$ cat config.mk
export PLATFORM = sky130hd
export DESIGN_NAME = coproc_spi_master
export DESIGN_NICKNAME = d
export VERILOG_FILES = /design/src/rtl/coproc_spi_master.sv
export SDC_FILE = /design/constraint.sdc
export NUM_CORES = 1
export LEC_CHECK = 0
export BUFFER_PORTS_ARGS = -buffer_cell sky130_fd_sc_hd__buf_2
export CORE_AREA = 2 2 58 60
export DETAILED_ROUTE_END_ITERATION = 8
export DIE_AREA = 0 0 60 62
export HOLD_SLACK_MARGIN = 0.03
export PLACE_DENSITY = 0.7
export SYNTH_ARGS = -nofsm -noshare
export SYNTH_HDL_FRONTEND = slang
export SYNTH_SLANG_ARGS = --single-unit
export TNS_END_PERCENT = 5
$ cat constraint.sdc
create_clock -name i_clk -period 2.35 [get_ports i_clk]
set_input_delay 0.235 -clock i_clk [delete_from_list [all_inputs] [get_ports i_clk]]
set_output_delay 0.235 -clock i_clk [all_outputs]
set_load 0.05 [all_outputs]
$ cat src/rtl/coproc_spi_master.sv
// coproc_spi_master: mode-0, MSB-first SPI master with one DATA_W-bit word per
// NSS frame. A word is accepted on i_tx_valid/o_tx_ready. The word shifted in
// on MISO is returned on o_rx_data with a one-cycle o_rx_valid pulse.
//
// Optional feature macro: COPROC_SPI_MASTER_BURST_EN
//   When defined, a new word offered on the final HOLD cycle is chained into
//   the same NSS frame with no GAP.
//
// Ports:
//   i_clk       system clock, rising edge
//   i_clr       asynchronous active-high reset
//   i_tx_data   word to transmit, sampled only at the handshake
//   i_tx_valid  i_tx_data valid
//   o_tx_ready  master can accept a word (decoded from state)
//   o_rx_data   last received word, held until the next o_rx_valid
//   o_rx_valid  one-cycle pulse when o_rx_data updates
//   o_busy      high whenever the FSM is not IDLE
//   o_sclk      SPI clock, idle low
//   o_mosi      SPI data out
//   o_nss       SPI select, active low
//   i_miso      SPI data in
module coproc_spi_master #(
  parameter int unsigned DATA_W  = 8,
  parameter int unsigned CLK_DIV = 4
) (
  input  logic              i_clk,
  input  logic              i_clr,
  input  logic [DATA_W-1:0] i_tx_data,
  input  logic              i_tx_valid,
  output logic              o_tx_ready,
  output logic [DATA_W-1:0] o_rx_data,
  output logic              o_rx_valid,
  output logic              o_busy,
  output logic              o_sclk,
  output logic              o_mosi,
  output logic              o_nss,
  input  logic              i_miso
);

  localparam int unsigned CNT_W = (CLK_DIV > 1) ? $clog2(CLK_DIV) : 1;
  localparam int unsigned BIT_W = $clog2(DATA_W);
  localparam logic [CNT_W-1:0] CNT_LAST = CNT_W'(CLK_DIV - 1);
  localparam logic [BIT_W-1:0] BIT_LAST = BIT_W'(DATA_W - 1);

`ifdef COPROC_SPI_MASTER_BURST_EN
  localparam bit BURST_EN = 1'b1;
`else
  localparam bit BURST_EN = 1'b0;
`endif

  typedef enum logic [2:0] {IDLE, SETUP, SHIFT, HOLD, GAP} state_t;

  state_t            state_q, state_d;
  logic [CNT_W-1:0]  cnt_q, cnt_d;
  logic [BIT_W-1:0]  bit_q, bit_d;
  logic              high_q, high_d;
  logic [DATA_W-1:0] shreg_q, shreg_d;
  logic [DATA_W-1:0] rx_data_q, rx_data_d;
  logic              rx_valid_q, rx_valid_d;
  logic              sclk_q, sclk_d;
  logic              mosi_q, mosi_d;
  logic              nss_q, nss_d;

  logic              cnt_last_c;
  logic              hold_ready_c;
  logic [CNT_W-1:0]  cnt_inc_c;
  logic [DATA_W-1:0] shift_in_c;

  // Shared half-period counter and the MISO shift-in value
  assign cnt_last_c   = (cnt_q == CNT_LAST);
  assign cnt_inc_c    = cnt_q + CNT_W'(1);
  assign shift_in_c   = {shreg_q[DATA_W-2:0], i_miso};
  assign hold_ready_c = BURST_EN && (state_q == HOLD) && cnt_last_c;

  assign o_tx_ready = (state_q == IDLE) || hold_ready_c;
  assign o_busy     = (state_q != IDLE);
  assign o_rx_data  = rx_data_q;
  assign o_rx_valid = rx_valid_q;
  assign o_sclk     = sclk_q;
  assign o_mosi     = mosi_q;
  assign o_nss      = nss_q;

  // State and output registers
  always_ff @(posedge i_clk or posedge i_clr) begin
    if (i_clr) begin
      state_q    <= IDLE;
      cnt_q      <= '0;
      bit_q      <= '0;
      high_q     <= 1'b0;
      shreg_q    <= '0;
      rx_data_q  <= '0;
      rx_valid_q <= 1'b0;
      sclk_q     <= 1'b0;
      mosi_q     <= 1'b0;
      nss_q      <= 1'b1;
    end else begin
      state_q    <= state_d;
      cnt_q      <= cnt_d;
      bit_q      <= bit_d;
      high_q     <= high_d;
      shreg_q    <= shreg_d;
      rx_data_q  <= rx_data_d;
      rx_valid_q <= rx_valid_d;
      sclk_q     <= sclk_d;
      mosi_q     <= mosi_d;
      nss_q      <= nss_d;
    end
  end

  // Next-state and next-output logic
  always_comb begin
    state_d    = state_q;
    cnt_d      = cnt_q;
    bit_d      = bit_q;
    high_d     = high_q;
    shreg_d    = shreg_q;
    rx_data_d  = rx_data_q;
    rx_valid_d = 1'b0;
    sclk_d     = sclk_q;
    mosi_d     = mosi_q;
    nss_d      = nss_q;

    case (state_q)
      IDLE: begin
        if (i_tx_valid) begin
          state_d = SETUP;
          shreg_d = i_tx_data;
          mosi_d  = i_tx_data[DATA_W-1];
          nss_d   = 1'b0;
          sclk_d  = 1'b0;
          cnt_d   = '0;
        end
      end

      SETUP: begin
        if (cnt_last_c) begin
          // First rising SCLK edge; MISO is captured on the same edge
          state_d = SHIFT;
          cnt_d   = '0;
          bit_d   = '0;
          high_d  = 1'b1;
          sclk_d  = 1'b1;
          shreg_d = shift_in_c;
        end else begin
          cnt_d = cnt_inc_c;
        end
      end

      SHIFT: begin
        if (!cnt_last_c) begin
          cnt_d = cnt_inc_c;
        end else begin
          cnt_d = '0;
          if (high_q) begin
            // Falling edge: after the shift the next TX bit sits in the MSB.
            // The last bit stays on MOSI through HOLD.
            high_d = 1'b0;
            sclk_d = 1'b0;
            if (bit_q != BIT_LAST) begin
              mosi_d = shreg_q[DATA_W-1];
            end
          end else if (bit_q == BIT_LAST) begin
            state_d = HOLD;
          end else begin
            bit_d   = bit_q + BIT_W'(1);
            high_d  = 1'b1;
            sclk_d  = 1'b1;
            shreg_d = shift_in_c;
          end
        end
      end

      HOLD: begin
        if (!cnt_last_c) begin
          cnt_d = cnt_inc_c;
        end else begin
          cnt_d      = '0;
          rx_valid_d = 1'b1;
          rx_data_d  = shreg_q;
          if (hold_ready_c && i_tx_valid) begin
            // Chain the next word into the same frame; NSS stays low
            state_d = SETUP;
            shreg_d = i_tx_data;
            mosi_d  = i_tx_data[DATA_W-1];
          end else begin
            state_d = GAP;
            nss_d   = 1'b1;
          end
        end
      end

      GAP: begin
        if (cnt_last_c) begin
          cnt_d   = '0;
          state_d = IDLE;
        end else begin
          cnt_d = cnt_inc_c;
        end
      end

      default: state_d = IDLE;
    endcase
  end

endmodule

Word-level counts from Yosys, hierarchy flattened

Index checks and enable logic that the tools add are counted.

Bits in read-only memories: 0
Bits in registers: 29
Word-level logic and storage cells: 86
Latch bits: 0
Input bits: 12
Memory bits (writable): 0
Memories: 0

Bitwise operators: 0
Add/subtract/negate cells: 2
Shift-type cells: 0
Div/mod/pow operators: 0
Reductions and logical operators: 17
Multiply operators: 0
$lt $le $gt $ge: 0
Equal/unequal tests: 18
Mux-type cells: 39

Operators by type and width:

| operator                                       | count |
|---|---|
| 2-to-1 mux 8 bit                               | 5 |
| 2-to-1 mux 3 bit                               | 10 |
| one-hot mux 8 bit (3 select lines)             | 1 |
| != test 2 bit (second input constant)          | 10 |
| one-hot mux 3 bit (5 select lines)             | 1 |
| AND reduction 5 bit                            | 3 |
| 2-to-1 mux 1 bit                               | 14 |
| nonzero test 2 bit                             | 4 |
| AND reduction 7 bit                            | 1 |
| == test 3 x 2 -> 1 bit (second input constant) | 2 |
| == test 3 bit (second input constant)          | 2 |
| != test 3 bit (second input constant)          | 2 |
| one-hot mux 1 bit (2 select lines)             | 3 |
| one-hot mux 3 bit (2 select lines)             | 1 |
| AND reduction 3 bit                            | 2 |
| AND reduction 6 bit                            | 1 |
| nonzero test 3 bit                             | 2 |
| 2-to-1 mux 2 bit                               | 2 |
| one-hot mux 2 bit (2 select lines)             | 1 |
| AND reduction 2 bit                            | 2 |
| OR reduction 4 bit                             | 1 |
| adder 3 x 1 -> 3 bit (second input constant)   | 1 |
| == test 3 x 1 -> 1 bit (second input constant) | 1 |
| logical NOT 3 bit                              | 1 |
| other kinds (3)                                | 3 |

Depth between registers and ports, before layout

Word-level depth: 5
Mapped depth: 6
Mapped depth without buffers: 6

Least setup slack after synthesis

No wires, ideal clock.

Kind: register -> output
Start point: reg state_q[2]
End point: out o_busy
Data required time: 2.115 ns
Stages on the path, launching flop included: 5
Data arrival time: 2.456 ns
Slack: -0.341 ns
Path buffers: 2
Path through: dfrtp_1 buf_2 clkbuf_1 nor3_1 inv_1

Longest elaborated chain between the ends: 1

RTL lines:

| item                   | line | text |
|---|---|---|
| from (decl)            | 53   | `state_t state_q, state_d;` |
| from (signal assigned) | 97   | `state_q <= state_d;` |
| nonzero test 3 bit     | 76   | `assign o_busy = (state_q != IDLE);` |
| to (decl)              | 33   | `output logic o_busy,` |

No other way between the ends.

Worst setup path in the final report

Start point: reg bit_q[0]
End point: reg bit_q[0]

Longest elaborated chain between the ends: 5
Elaborated cells on any way between the ends: 8
Classes of those cells: add/sub (1); eq/ne (2); mux (4); reduce/logical (1)

RTL lines:

| item                               | line | text |
|---|---|---|
| from (decl)                        | 55   | `logic [BIT_W-1:0] bit_q, bit_d;` |
| from (signal assigned)             | 99   | `bit_q <= bit_d;` |
| adder 3 x 1 -> 3 bit               | 165  | `bit_d = bit_q + BIT_W'(1);` |
| 2-to-1 mux 3 bit                   | 162  | `end else if (bit_q == BIT_LAST) begin` |
| 2-to-1 mux 3 bit                   | 154  | `if (high_q) begin` |
| 2-to-1 mux 3 bit                   | 150  | `if (!cnt_last_c) begin` |
| one-hot mux 3 bit (2 select lines) | 123  | `case (state_q)` |

Parallel ways exist; a longest one is shown, timed or not. The select of a mux whose other input is x is not followed.
A chain may end at the register's enable or synchronous reset.

==> out/metrics.cfg <==
[status]
status=finished, final reports clean

[global_route]
overflow=0
antenna_found_initial=0
grt_busiest_layer=met2
use_met1=0.231
grtUsageTotal=0.178
grtUsageMet2=0.284
first_global_vias=1081
grt_max_degree=30
use_met3=0.0559
grt_pass1_wl_um=4810

[yosys]
syn-cell-area_um2=1480
synth_flop_cell=dfrtp_1
synth-edff-count=0
synth_cell_type_count=35
synth_xor_area_frac=0.00592
yosys.cell_count.top_type=nand2_1
synth_compound_area_frac=0.132
ys_ff_latch=29
synth-simple-area-share=0.179
synth_mux_area_frac=0.129
postSynthCellCount=140
ys_seq_area_frac=0.492
ys_top_cells_by_count=nand2_1 (31), dfrtp_1 (28), mux2_2 (17), nor2_1 (6)
synth_top_area_frac=0.474
syn_avg_cell_area_um2=10.6
synth_top_area_cell=dfrtp_1
async_reset_ff_frac=1.00
yosysWarningCount=0
synth_nets=156
yosys-top-cells-area=dfrtp_1 (47%), mux2_2 (13%), nand2_1 (7.9%)
synth-adder-area-share=0.0338
synth_top_family_by_area=simple AND/OR/NAND/NOR gates

[setup_path]
crit_top_cell=ha_1
path_buf_inv=0
worst_r2r_path_depth=6
critPathTopFamily=simple AND/OR/NAND/NOR gates
path_cells=ha_1 -> ha_1 -> or4b_1 -> a211o_1 -> nor4_1 -> a21o_1
crit_arrival_ns=2.31
crit_cells=6
cp_max_fo=7
start_kind=flop
r2r-start=bit_q[0]
cp_slowest_cell=or4b_1
required_ns=2.61
cp-end-kind=flop
rrSetupSlack_ns=0.30
slowest_delay_ns=0.47
timing.rr.end=bit_q[0]
crit_type=flop to flop

[cts]
cts_sinks=29
clk_path_buf_depth=2
path_clk_slew_ns=0.09
post_cts_buffers=0
insertion_delay_ns=0.33
h-tree-depth=2
cts_buffers=5
cts_tree=built
cts-root-buf=clkbuf_4

[layout]
fin_nets=190
regArea_um2=727
diodes=0
fillCellCount=297
fin_util=0.551
final_layout_size_suffix_gt1_frac=0.366
multi_input_area_um2=714
area_growth_pct=18.5

[floorplan]
dieArea_um2=3720
ios=26
die_h_um=62
fp-row-count=21
start_util=0.465
dieWidth_um=60
fp.coreArea_um2=3180

[drt]
vias=1106
finalWirelength_um=2850
drt-wirelength-per-cell_um=12.9
drt_iter0_drc=25
drtAntennaViolNets=0
first_pass_iters=4
drc=0
vias_per_cell=5.00

[min_path]
hp-class=input pin to flop
whs_path_depth=3
hold_end=o_mosi
worstHoldStart=i_tx_data[7]

[sta]
fin_crit_ns=2.05
rsz0062_at_grt=false
slew_headroom=0.647
slew_violations=0
worstMarginPinSlew_ns=0.530
fmax_ghz=0.488
finalCritPeriodShare=0.872
fin_skew_ns=0.0135
finalSetupTns_ns=0
finalSetupViolCount=0
hold_viol=0

[pwr]
p_clk_frac=0.345
power_switching_w=0.000208
internal_power_w=0.000640
power_leakage_nw=0.863
sw_frac_of_total=0.245
ir_drop_mv=0.301
power_frac_comb=0.050
pwr-share-seq=0.605
p_per_area_nw_per_um2=484

[placement]
gp_congestion=0.805
io_buffers=25
dp_hpwl_um=2120

[flow_run]
maxCapViolations=0

[area by class of cell]
cell class | instances | area share
clock inverter | 3 | 0.00999
inverter | 5 | 0.0107
sequential | 29 | 0.415
clock buffer | 5 | 0.0214
multi-input combinational | 101 | 0.408
timing repair buffer | 32 | 0.103
tap | 46 | 0.0328
[cell families after synthesis]
family                     Yosys count
xor gates and xnor gates             1
AOI/OAI and AO/OA                   25
DFF                                 29
muxes                               17
buffers and inverters               10
adders and majority gates            4
and+or+nand+nor                     54
[worst reg2reg max path, cell delays in order (launching register included)]
cell and delay, ns:
dfrtp_1 0.41, ha_1 0.23, ha_1 0.19, or4b_1 0.47, a211o_1 0.38, nor4_1 0.20
a21o_1 0.12
[sequential cells by signal (all words and copies together), names as in the netlist, 2 cells and up]
signal and flops:
shreg_q 8, cnt_q 2, state_q 3, o_rx_data 8
bit_q 3
[stage by stage]
stage          area, µm²  setup slack (ns)  std cells  power [W]  hold WS [ns]
2_1_floorplan       1480             0.237        140   0.000546         0.312
3_3_place_gp        1690             0.340        212   0.000564         0.320
3_5_place_dp        1690             0.310        212   0.000565         0.323
4_1_cts             1750             0.291        221   0.000861         0.207
5_1_grt             1750             0.134        221   0.000888         0.229
6_report            1750             0.301        221   0.000848         0.227
[repair_timing]
action | in CTS | in global routing
resized for setup | 0 | 0
hold buffers | 1 | 0
endpoints found under the hold margin | 28 | 0
[how the worst max path moves through the flow]
stage / startpoint / end / slack (ns)
floorplan: state_q[2] / o_busy / 0.24
finish: bit_q[0] / bit_q[0] / 0.30
CTS: bit_q[0] / bit_q[0] / 0.29
global route: bit_q[0] / bit_q[0] / 0.13
global placement: bit_q[0] / shreg_q[7] / 0.34
detailed placement: bit_q[0] / shreg_q[0] / 0.31
[metal layers]
layer / routed length (µm) / vias up
li1: - / 555
met1: 1400 / 532
met2: 1340 / 17
met3: 100 / 2
met4: 14 / 0
met5: 0 / -
[power by group through the flow]
stage	Clock (W)	Combinational (W)	Sequential, W
final	0.000293	0.0000424	0.000513
after global routing	0.000326	0.0000478	0.000514
after CTS	0.000304	0.0000437	0.000513
after detailed placement	0	0.0000424	0.000523
after global placement	0	0.0000414	0.000522
after floorplan	0	0.0000225	0.000523
[placed cells by master (no fill, tap or decap), drive strengths merged]
cell / netlist / routed
a211o: 2 / 2
nor2: 6 / 6
nand4b: 2 / 2
o21ai: 4 / 4
a21o: 3 / 3
nand2: 31 / 31
a311oi: 1 / 1
a211oi: 2 / 2
ha: 4 / 4
o31ai: 2 / 2
nor2b: 3 / 3
xor2: 1 / 1
a21oi: 5 / 5
clkbuf: 1 / 5
a31o: 1 / 1
clkinvlp: 0 / 1
a22oi: 1 / 1
o21a: 2 / 2
dlygate4sd3: 0 / 1
clkinv: 1 / 3
or2: 1 / 1
inv: 4 / 4
dfrtp: 28 / 28
o41ai: 1 / 1
mux2: 17 / 17
and3: 1 / 1
nor4: 1 / 1
buf: 4 / 31
a32o: 1 / 1
dfstp: 1 / 1
or4b: 2 / 2
nor3: 3 / 3
nand2b: 4 / 4
Power figures use the tool's default switching activity.
